**src/rtl/branch_resolve_ctrl_pkg.sv**
```systemverilog
// rv32i_types: shared RV32I word/branch-condition types and branch controller FSM encoding.
package rv32i_types;
    typedef logic [31:0] rv32i_word;
    typedef enum logic [2:0] {
        BR_BEQ  = 3'b000,
        BR_BNE  = 3'b001,
        BR_BLT  = 3'b100,
        BR_BGE  = 3'b101,
        BR_BLTU = 3'b110,
        BR_BGEU = 3'b111
    } branch_funct3_t;
    typedef enum logic [1:0] {IDLE, EVAL, REDIRECT} branch_ctrl_state_t;
    localparam int BR_FLUSH_W = 3;
endpackage

```
**src/rtl/branch_resolve_ctrl_cmp.sv**
```systemverilog
// cmp: RV32I branch condition evaluator; reserved funct3 encodings resolve not-taken.
module cmp
    import rv32i_types::*;
(
    input  branch_funct3_t cmpop,
    input  rv32i_word      a,
    input  rv32i_word      b,
    output logic           br_en
);
    always_comb begin
        case (cmpop)
            BR_BEQ:  br_en = a == b;
            BR_BNE:  br_en = a != b;
            BR_BLT:  br_en = $signed(a) < $signed(b);
            BR_BGE:  br_en = $signed(a) >= $signed(b);
            BR_BLTU: br_en = a < b;
            BR_BGEU: br_en = a >= b;
            default: br_en = 1'b0;
        endcase
    end
endmodule

```
**src/rtl/branch_resolve_ctrl.sv**
```systemverilog
// branch_resolve_ctrl: EX-stage branch resolution, redirect and counted flush sequencing.
// Define BRANCH_STATS_EN to add saturating resolve/mispredict counters.
module branch_resolve_ctrl
    import rv32i_types::*;
#(
    parameter int FLUSH_CYCLES = 2,
    parameter int XLEN         = 32
) (
    input  logic      clk,
    input  logic      rst_n,
    input  logic      req_valid,
    output logic      req_ready,
    input  logic [2:0] req_cmpop,
    input  rv32i_word req_rs1,
    input  rv32i_word req_rs2,
    input  rv32i_word req_pc,
    input  rv32i_word req_offset,
    input  logic      req_pred_taken,
    output logic      resolve_valid,
    output logic      resolve_taken,
    output logic      mispredict,
    output logic      redirect_valid,
    output rv32i_word redirect_pc,
    input  logic      redirect_ack,
    output logic      flush
`ifdef BRANCH_STATS_EN
    ,
    output logic [31:0] stat_branches,
    output logic [31:0] stat_mispredicts
`endif
);
    branch_ctrl_state_t    state_q, state_d;
    branch_funct3_t        cmpop_q;
    logic [XLEN-1:0]       rs1_q, rs2_q, pc_q, off_q;
    logic                  pred_q;
    logic [BR_FLUSH_W-1:0] cnt_q, cnt_d;
    logic                  acked_q, acked_d;
    rv32i_word             redirect_pc_q, redirect_pc_d;
    logic                  br_en;
    logic                  accept;

    cmp u_cmp (
        .cmpop (cmpop_q),
        .a     (rs1_q),
        .b     (rs2_q),
        .br_en (br_en)
    );

    assign accept = state_q == IDLE && req_valid;

    always_ff @(posedge clk or negedge rst_n) begin
        if (!rst_n) begin
            state_q       <= IDLE;
            cmpop_q       <= BR_BEQ;
            rs1_q         <= '0;
            rs2_q         <= '0;
            pc_q          <= '0;
            off_q         <= '0;
            pred_q        <= 1'b0;
            cnt_q         <= '0;
            acked_q       <= 1'b0;
            redirect_pc_q <= '0;
        end else begin
            state_q       <= state_d;
            cnt_q         <= cnt_d;
            acked_q       <= acked_d;
            redirect_pc_q <= redirect_pc_d;
            if (accept) begin
                cmpop_q <= branch_funct3_t'(req_cmpop);
                rs1_q   <= req_rs1;
                rs2_q   <= req_rs2;
                pc_q    <= req_pc;
                off_q   <= req_offset;
                pred_q  <= req_pred_taken;
            end
        end
    end

    // Leave REDIRECT on the edge where the counter reaches zero, provided the ack is in.
    always_comb begin
        state_d       = state_q;
        cnt_d         = cnt_q;
        acked_d       = state_q == REDIRECT && (acked_q || redirect_ack);
        redirect_pc_d = redirect_pc_q;
        case (state_q)
            IDLE: state_d = accept ? EVAL : IDLE;
            EVAL: begin
                state_d = mispredict ? REDIRECT : IDLE;
                if (mispredict) begin
                    cnt_d         = BR_FLUSH_W'(FLUSH_CYCLES);
                    redirect_pc_d = br_en ? pc_q + off_q : pc_q + XLEN'(4);
                end
            end
            REDIRECT: begin
                cnt_d   = cnt_q != '0 ? cnt_q - BR_FLUSH_W'(1) : cnt_q;
                state_d = (acked_q || redirect_ack) && cnt_q <= BR_FLUSH_W'(1) ? IDLE : REDIRECT;
            end
            default: state_d = IDLE;
        endcase
    end

    always_comb begin
        req_ready      = state_q == IDLE;
        resolve_valid  = state_q == EVAL;
        resolve_taken  = state_q == EVAL && br_en;
        mispredict     = state_q == EVAL && (br_en ^ pred_q);
        redirect_valid = state_q == REDIRECT && !acked_q;
        flush          = state_q == REDIRECT && cnt_q != '0;
        redirect_pc    = redirect_pc_q;
    end

`ifdef BRANCH_STATS_EN
    logic [31:0] stat_br_q, stat_mis_q;

    always_ff @(posedge clk or negedge rst_n) begin
        if (!rst_n) begin
            stat_br_q  <= '0;
            stat_mis_q <= '0;
        end else begin
            if (resolve_valid && stat_br_q != '1)
                stat_br_q <= stat_br_q + 32'd1;
            if (mispredict && stat_mis_q != '1)
                stat_mis_q <= stat_mis_q + 32'd1;
        end
    end

    assign stat_branches    = stat_br_q;
    assign stat_mispredicts = stat_mis_q;
`endif
endmodule

```
**config.mk**
```make
export PLATFORM = sky130hd
export DESIGN_NAME = branch_resolve_ctrl
export DESIGN_NICKNAME = d
export VERILOG_FILES = /design/src/rtl/branch_resolve_ctrl_pkg.sv /design/src/rtl/branch_resolve_ctrl_cmp.sv /design/src/rtl/branch_resolve_ctrl.sv
export SDC_FILE = /design/constraint.sdc
export NUM_CORES = 1
export LEC_CHECK = 0
export BUFFER_PORTS_ARGS = -buffer_cell sky130_fd_sc_hd__buf_2
export CAP_MARGIN = 20
export CORE_ASPECT_RATIO = 0.9
export CORE_UTILIZATION = 30
export DETAILED_ROUTE_END_ITERATION = 16
export GPL_ROUTABILITY_DRIVEN = 0
export PLACE_DENSITY = 0.57
export SYNTH_ARGS = -nofsm -noshare
export SYNTH_HDL_FRONTEND = slang
export SYNTH_HIERARCHICAL = 1
export SYNTH_SLANG_ARGS = --single-unit
```
**constraint.sdc**
```tcl
create_clock -name clk -period 4.35 [get_ports clk]
set_input_delay 0.6525 -clock clk [delete_from_list [all_inputs] [get_ports clk]]
set_output_delay 0.6525 -clock clk [all_outputs]
set_load 0.01 [all_outputs]
```
### Yosys cells after proc, flatten, opt, wreduce, memory -nomap -nowiden

Cells that the tools add are included.
W data, S select, Z words.

| operators by class | value |
|---|---|
| order comparisons | 5 |
| add/subtract/negate cells | 3 |
| mux-type cells | 9 |
| reductions and logical operators | 15 |
| eq/ne operators | 11 |
| bitwise gates (word level) | 1 |

Operators with widths:

| operator | count |
|---|---|
| $ge A32 B32 Y1 | 2 |
| $lt A32 B32 Y1 | 2 |
| $add A32 B3 Y32 const B | 1 |
| $add A32 B32 Y32 | 1 |
| $eq A32 B32 Y1 | 1 |
| $mux W32 | 1 |
| $ne A32 B32 Y1 | 1 |
| $eq A3 B3 Y1 const B | 4 |
| $logic_and A1 B1 Y1 | 7 |
| $mux W3 | 2 |
| $pmux W1 S6 | 1 |
| $pmux W2 S3 | 1 |
| $pmux W3 S2 | 1 |
| $mux W2 | 2 |
| $ne A2 B1 Y1 const B | 2 |
| $eq A3 B1 Y1 const B | 1 |
| $le A3 B1 Y1 const B | 1 |
| $logic_not A3 Y1 | 1 |
| $reduce_and A3 Y1 | 1 |
| $reduce_bool A3 Y1 | 1 |
| $sub A3 B1 Y3 const B | 1 |
| $eq A2 B1 Y1 const B | 1 |
| $eq A2 B2 Y1 const B | 1 |
| $logic_not A2 Y1 | 1 |
| other kinds (6) | 6 |

| word-level totals | value |
|---|---|
| logic and storage cells | 54 |
| bits of input ports | 136 |
| flip-flop bits (word level) | 170 |
| output and inout bits | 38 |

### Logic depth before layout (Yosys ltp)

| depth | value |
|---|---|
| depth in word-level cells | 6 |
| depth in mapped cells | 16 |
| gate-level depth less buffers | 15 |

### Cells and area by module

The synthesis kept the hierarchy.

Modules (own cells, without submodules):

| module | seq. area each (µm²) | cells an instance | area each (µm²) | instances |
|---|---|---|---|---|
| branch_resolve_ctrl | 4,254.1 | 788 | 8,834.7 | 1 |
| cmp | 0.0 | 128 | 923.4 | 1 |

### Least setup slack after synthesis

OpenSTA, ideal clock, no wires.

| timing | value |
|---|---|
| kind | reg2reg |
| start | reg rs1_q[1] |
| end | reg redirect_pc_q[30] (netlist: redirect_pc[30]) |
| arrival time | 3.103 ns |
| required time | 4.225 ns |
| period minus slack after synthesis | 3.228 ns |
| cell stages (with the launch flop) | 16 |
| library setup time | 0.125 ns |
| slack | 1.122 ns |
| buffers on the path | 1 |
| cells stage by stage | dfrtp_1 ha_1 nor2b_1 o211ai_1 a21oi_1 o311a_1 o311a_1 nor3_2 xor2_1 nand2_1 clkinv_1 nand2_1 clkbuf_1 inv_1 a41oi_1 nand2_1 |

| on the way | value |
|---|---|
| cells in the longest elaborated chain, start to end | 5 |
| elaborated cells between the ends (all ways) | 11 |
| those cells by class | 4 x order compare; 2 x eq/ne; 2 x mux; 1 x bitwise; 2 x reduce/logical |

RTL lines:

| item | line | RTL |
|---|---|---|
| start: declaration | branch_resolve_ctrl.sv:34 | `logic [XLEN-1:0] rs1_q, rs2_q, pc_q, off_q;` |
| start signal: assignment | branch_resolve_ctrl.sv:70 | `rs1_q <= req_rs1;` |
| $ge A32 B32 Y1 (tied with other cells) | branch_resolve_ctrl_cmp.sv:17 | `BR_BGEU: br_en = a >= b;` |
| $pmux W1 S6 (*) | branch_resolve_ctrl_cmp.sv:11 | `case (cmpop)` |
| net br_en | branch_resolve_ctrl.sv:39 | `logic br_en;` |
| $xor A1 B1 Y1 (*) | branch_resolve_ctrl.sv:106 | `mispredict = state_q == EVAL && (br_en ^ pred_q);` |
| $logic_and A1 B1 Y1 (*) | branch_resolve_ctrl.sv:106 |  |
| net mispredict | branch_resolve_ctrl.sv:21 | `output logic mispredict,` |
| $reduce_and A2 Y1 (no line) (*) | -- |  |
| end signal: assignment | branch_resolve_ctrl.sv:67 | `redirect_pc_q <= redirect_pc_d;` |
| end: declaration | branch_resolve_ctrl.sv:38 | `rv32i_word redirect_pc_q, redirect_pc_d;` |

The timed path passes the listed nets; every way through them passes the cells marked *.
A chain may end at the register's enable or synchronous reset.

### Final worst setup path

| timing | value |
|---|---|
| start | reg rs1_q[1] |
| end | out mispredict |

| on the way | value |
|---|---|
| cells in the longest elaborated chain, start to end | 4 |
| elaborated cells between the ends (all ways) | 9 |
| those cells by class | 4 x order compare; 2 x eq/ne; 1 x mux; 1 x bitwise; 1 x reduce/logical |

RTL lines:

| item | line |
|---|---|
| $ge A32 B32 Y1 (tied with other cells) | branch_resolve_ctrl_cmp.sv:17 |
| $pmux W1 S6 (*) | branch_resolve_ctrl_cmp.sv:11 |
| net br_en | branch_resolve_ctrl.sv:39 |
| $xor A1 B1 Y1 (*) | branch_resolve_ctrl.sv:106 |
| $logic_and A1 B1 Y1 (*) | branch_resolve_ctrl.sv:106 |
| end: declaration | branch_resolve_ctrl.sv:21 |

Marks and branches as above.

==> results.tsv <==
stage	metric	value	unit
clock_tree	post_cts_buffers	0	
global_route	grt_pass1_vias	7306	
place	post-dp-hpwl	18500	um
synthesis	synth_area	9760	um^2
detailed_routing	vias	7313	
synthesis	synth_cell_types	77	
sta	finalSetupViolCount	0	
finish	drive_above_1_share	33.8	%
detailed_routing	detail-route-antenna-nets	0	
clock_tree	cts.path.max_buffers	2	
sta	slew_headroom	45.7	%
clock_tree	clk-insertion-delay-late	0.43	ns
worst_hold_path	min_path_type	primary input to async pin	
finish	final_common_cell	buf_2	
clock_tree	clock-sinks	170	
sta	fin_ws	0.319	ns
synthesis	ys_warn_count	6	
detailed_routing	wirelength	24600	um
finish	diodes	0	
sta	worst_pin_slew	0.794	ns
global_route	grt_pass1_wl	39400	um
finish	fill_cells	3238	
place	place_ws	0.645	ns
sta	finalCritPeriodShare	92.7	%
finish	syn2layout_area_growth	20.3	%
synthesis	synth-seq-cells	170	
synthesis	syn_avg_cell_area	10.7	um^2
sta	finalHoldViolations	0	
pwr	peakVddDrop	0.000336	V
floorplanning	rows	62	
global_route	antenna_found_initial	1	
synthesis	synth_edf_count	0	
global_route	grt-ovfl-total	0	
finish	layout_common_cells	172 x buf_2, 170 x dfrtp_1, 131 x mux2_2	
finish	nets	1291	
clock_tree	cts_tree	yes	
place	io_buffers	173	
synthesis	syn_nets	1124	
clock_tree	clkTransAtPathRegs	0.07	ns
critical_path	crit_path_end_kind	output pin	
global_route	grt_usage	15.3	%
synthesis	syn_inst	916	
critical_path	worst-endpoint-required	3.70	ns
sta	rsz0062_at_grt	false	
global_route	grt_max_degree	78	
synthesis	ys_seq_area_share	43.6	%
critical_path	critical_path_arrival	3.38	ns
critical_path	cp_max_fo	9	
sta	slew_violations	0	
critical_path	start_kind	register	
pwr	p_leak	5.36	nW
sta	clock.fmax	248	MHz
floorplanning	start_util	30.5	%
floorplanning	die_h	173	um
detailed_routing	viasPerCell	4.84	
floorplanning	fp.coreArea	32000	um^2
sta	post-route-min-period	4.03	ns
outcome	status	complete, no violations	
detailed_routing	wire_per_inst	16.3	um
floorplanning	fp.dieW	192	um
floorplanning	ios	174	
critical_path	crit_type	register to output pin	
finish	multi_input_area	5200	um^2
synthesis	async_flop_share	100	%
finish	ff_latch_area	4250	um^2
job	drv_cap	0	
pwr	power_per_cell_area	883	nW/um^2
detailed_routing	drtIter0Drc	355	
clock_tree	htree_levels	4	
sta	fin_worst_skew	0.0138	ns
synthesis	synth_top_flop_cell	dfrtp_1	
detailed_routing	drc	0	
detailed_routing	first_pass_iters	5	
clock_tree	cts_root_buf	clkbuf_16	
clock_tree	cts_buffers	17	
floorplanning	fp.dieArea	33300	um^2
sta	setup_tns	0	ns
[per-layer routing]
metal	GRT usage [%]	part of all wire, %	vias up
met5	0	0.053	-
met2	23.7	45	143
met1	21.6	50	3528
met4	3.71	0.99	2
met3	3.21	3.9	19
li1	-	-	3621
[state kept, by name, summed over array words and instances (netlist names)]
signal,cells
cmpop_q,3
off_q,32
pred_q,1
state_q,2
cnt_q,3
acked_q,1
rs2_q,32
redirect_pc,32
rs1_q,32
pc_q,32
[critical path, stage by stage, from the launching register on]
cell      delay, ns
dfrtp_1        0.38
ha_1           0.30
nor2b_1        0.13
o211ai_1       0.18
a21oi_1        0.12
o311a_1        0.38
o311a_1        0.33
nor3_4         0.33
xor2_1         0.15
nand2_2        0.12
clkinv_1       0.26
buf_2          0.26
[stage by stage]
| stage | area (um^2) | hold WS (ns) | util [%] | cells | total power [W] |
|---|---|---|---|---|---|
| finish | 11700 | 0.235 | 36.7 | 1512 | 0.0104 |
| global route | 11700 | 0.281 | 36.7 | 1512 | 0.0113 |
| CTS | 11700 | 0.258 | 36.7 | 1512 | 0.0104 |
| detailed placement | 11100 | 0.474 | 34.8 | 1480 | 0.00878 |
| global placement | 11100 | 0.477 | 34.8 | 1480 | 0.00871 |
| floorplan | 9760 | 0.357 | - | 916 | 0.00724 |
[final timing paths]
path / cells past startpoint / from / to / slack (ns)
min in group clk: 2 / req_pc[13] / pc_q[13] / 0.45
max in group asynchronous: 2 / rst_n / rs1_q[20] / 3.15
worst min register to register: 2 / redirect_pc[8] / redirect_pc[8] / 0.48
worst min-delay path: 1 / rst_n / pc_q[23] / 0.23
worst max-delay path: 11 / rs1_q[1] / mispredict / 0.32
worst max register to register: 14 / rs1_q[1] / redirect_pc[30] / 0.66
[logic make-up after synthesis]
kind of cell / count (synthesis) / share of synthesized area [%]
xor+xnor: 53 / 4.76
buf+inv: 85 / 3.30
simple gates: 207 / 11.0
fa+ha+maj: 72 / 9.31
compound gates: 195 / 12.6
mux: 134 / 15.4
flops: 170 / 43.6
[synth_stat cells (6+ instances only)]
cell	number	area, um^2
mux2_2	131	1480
nand3_1	28	140
xnor2_1	36	315
o21ai_1	21	105
clkbuf_1	31	116
a21oi_1	67	335
xor2_1	17	149
and3_1	10	62.6
inv_1	49	184
nand2_1	63	236
ha_1	71	888
a21o_1	17	128
o21ai_0	30	150
nand4_1	16	100
a22oi_1	9	67.6
nor2b_1	6	37.5
nor2_1	47	176
dfrtp_1	170	4250
[final cells by class]
class,count,area share (%)
sequential,170,36.3
tap,416,4.44
clock buffer,21,3.84
multi-input combinational,661,44.4
clock inverter,11,1.24
inverter,51,1.66
timing repair buffer,182,8.22
[power breakdown]
part           switching (W)  internal [W]  leakage [nW]
clock network       0.000666      0.000920         0.283
logic                0.00316       0.00262          3.06
registers           0.000639       0.00236          2.02
[timing repair]
action,CTS,global route
resized for setup,0,3
setup endpoints to repair,0,2
hold buffers,0,0
hold endpoints to repair,0,0
(Power assumes the default switching activity.)
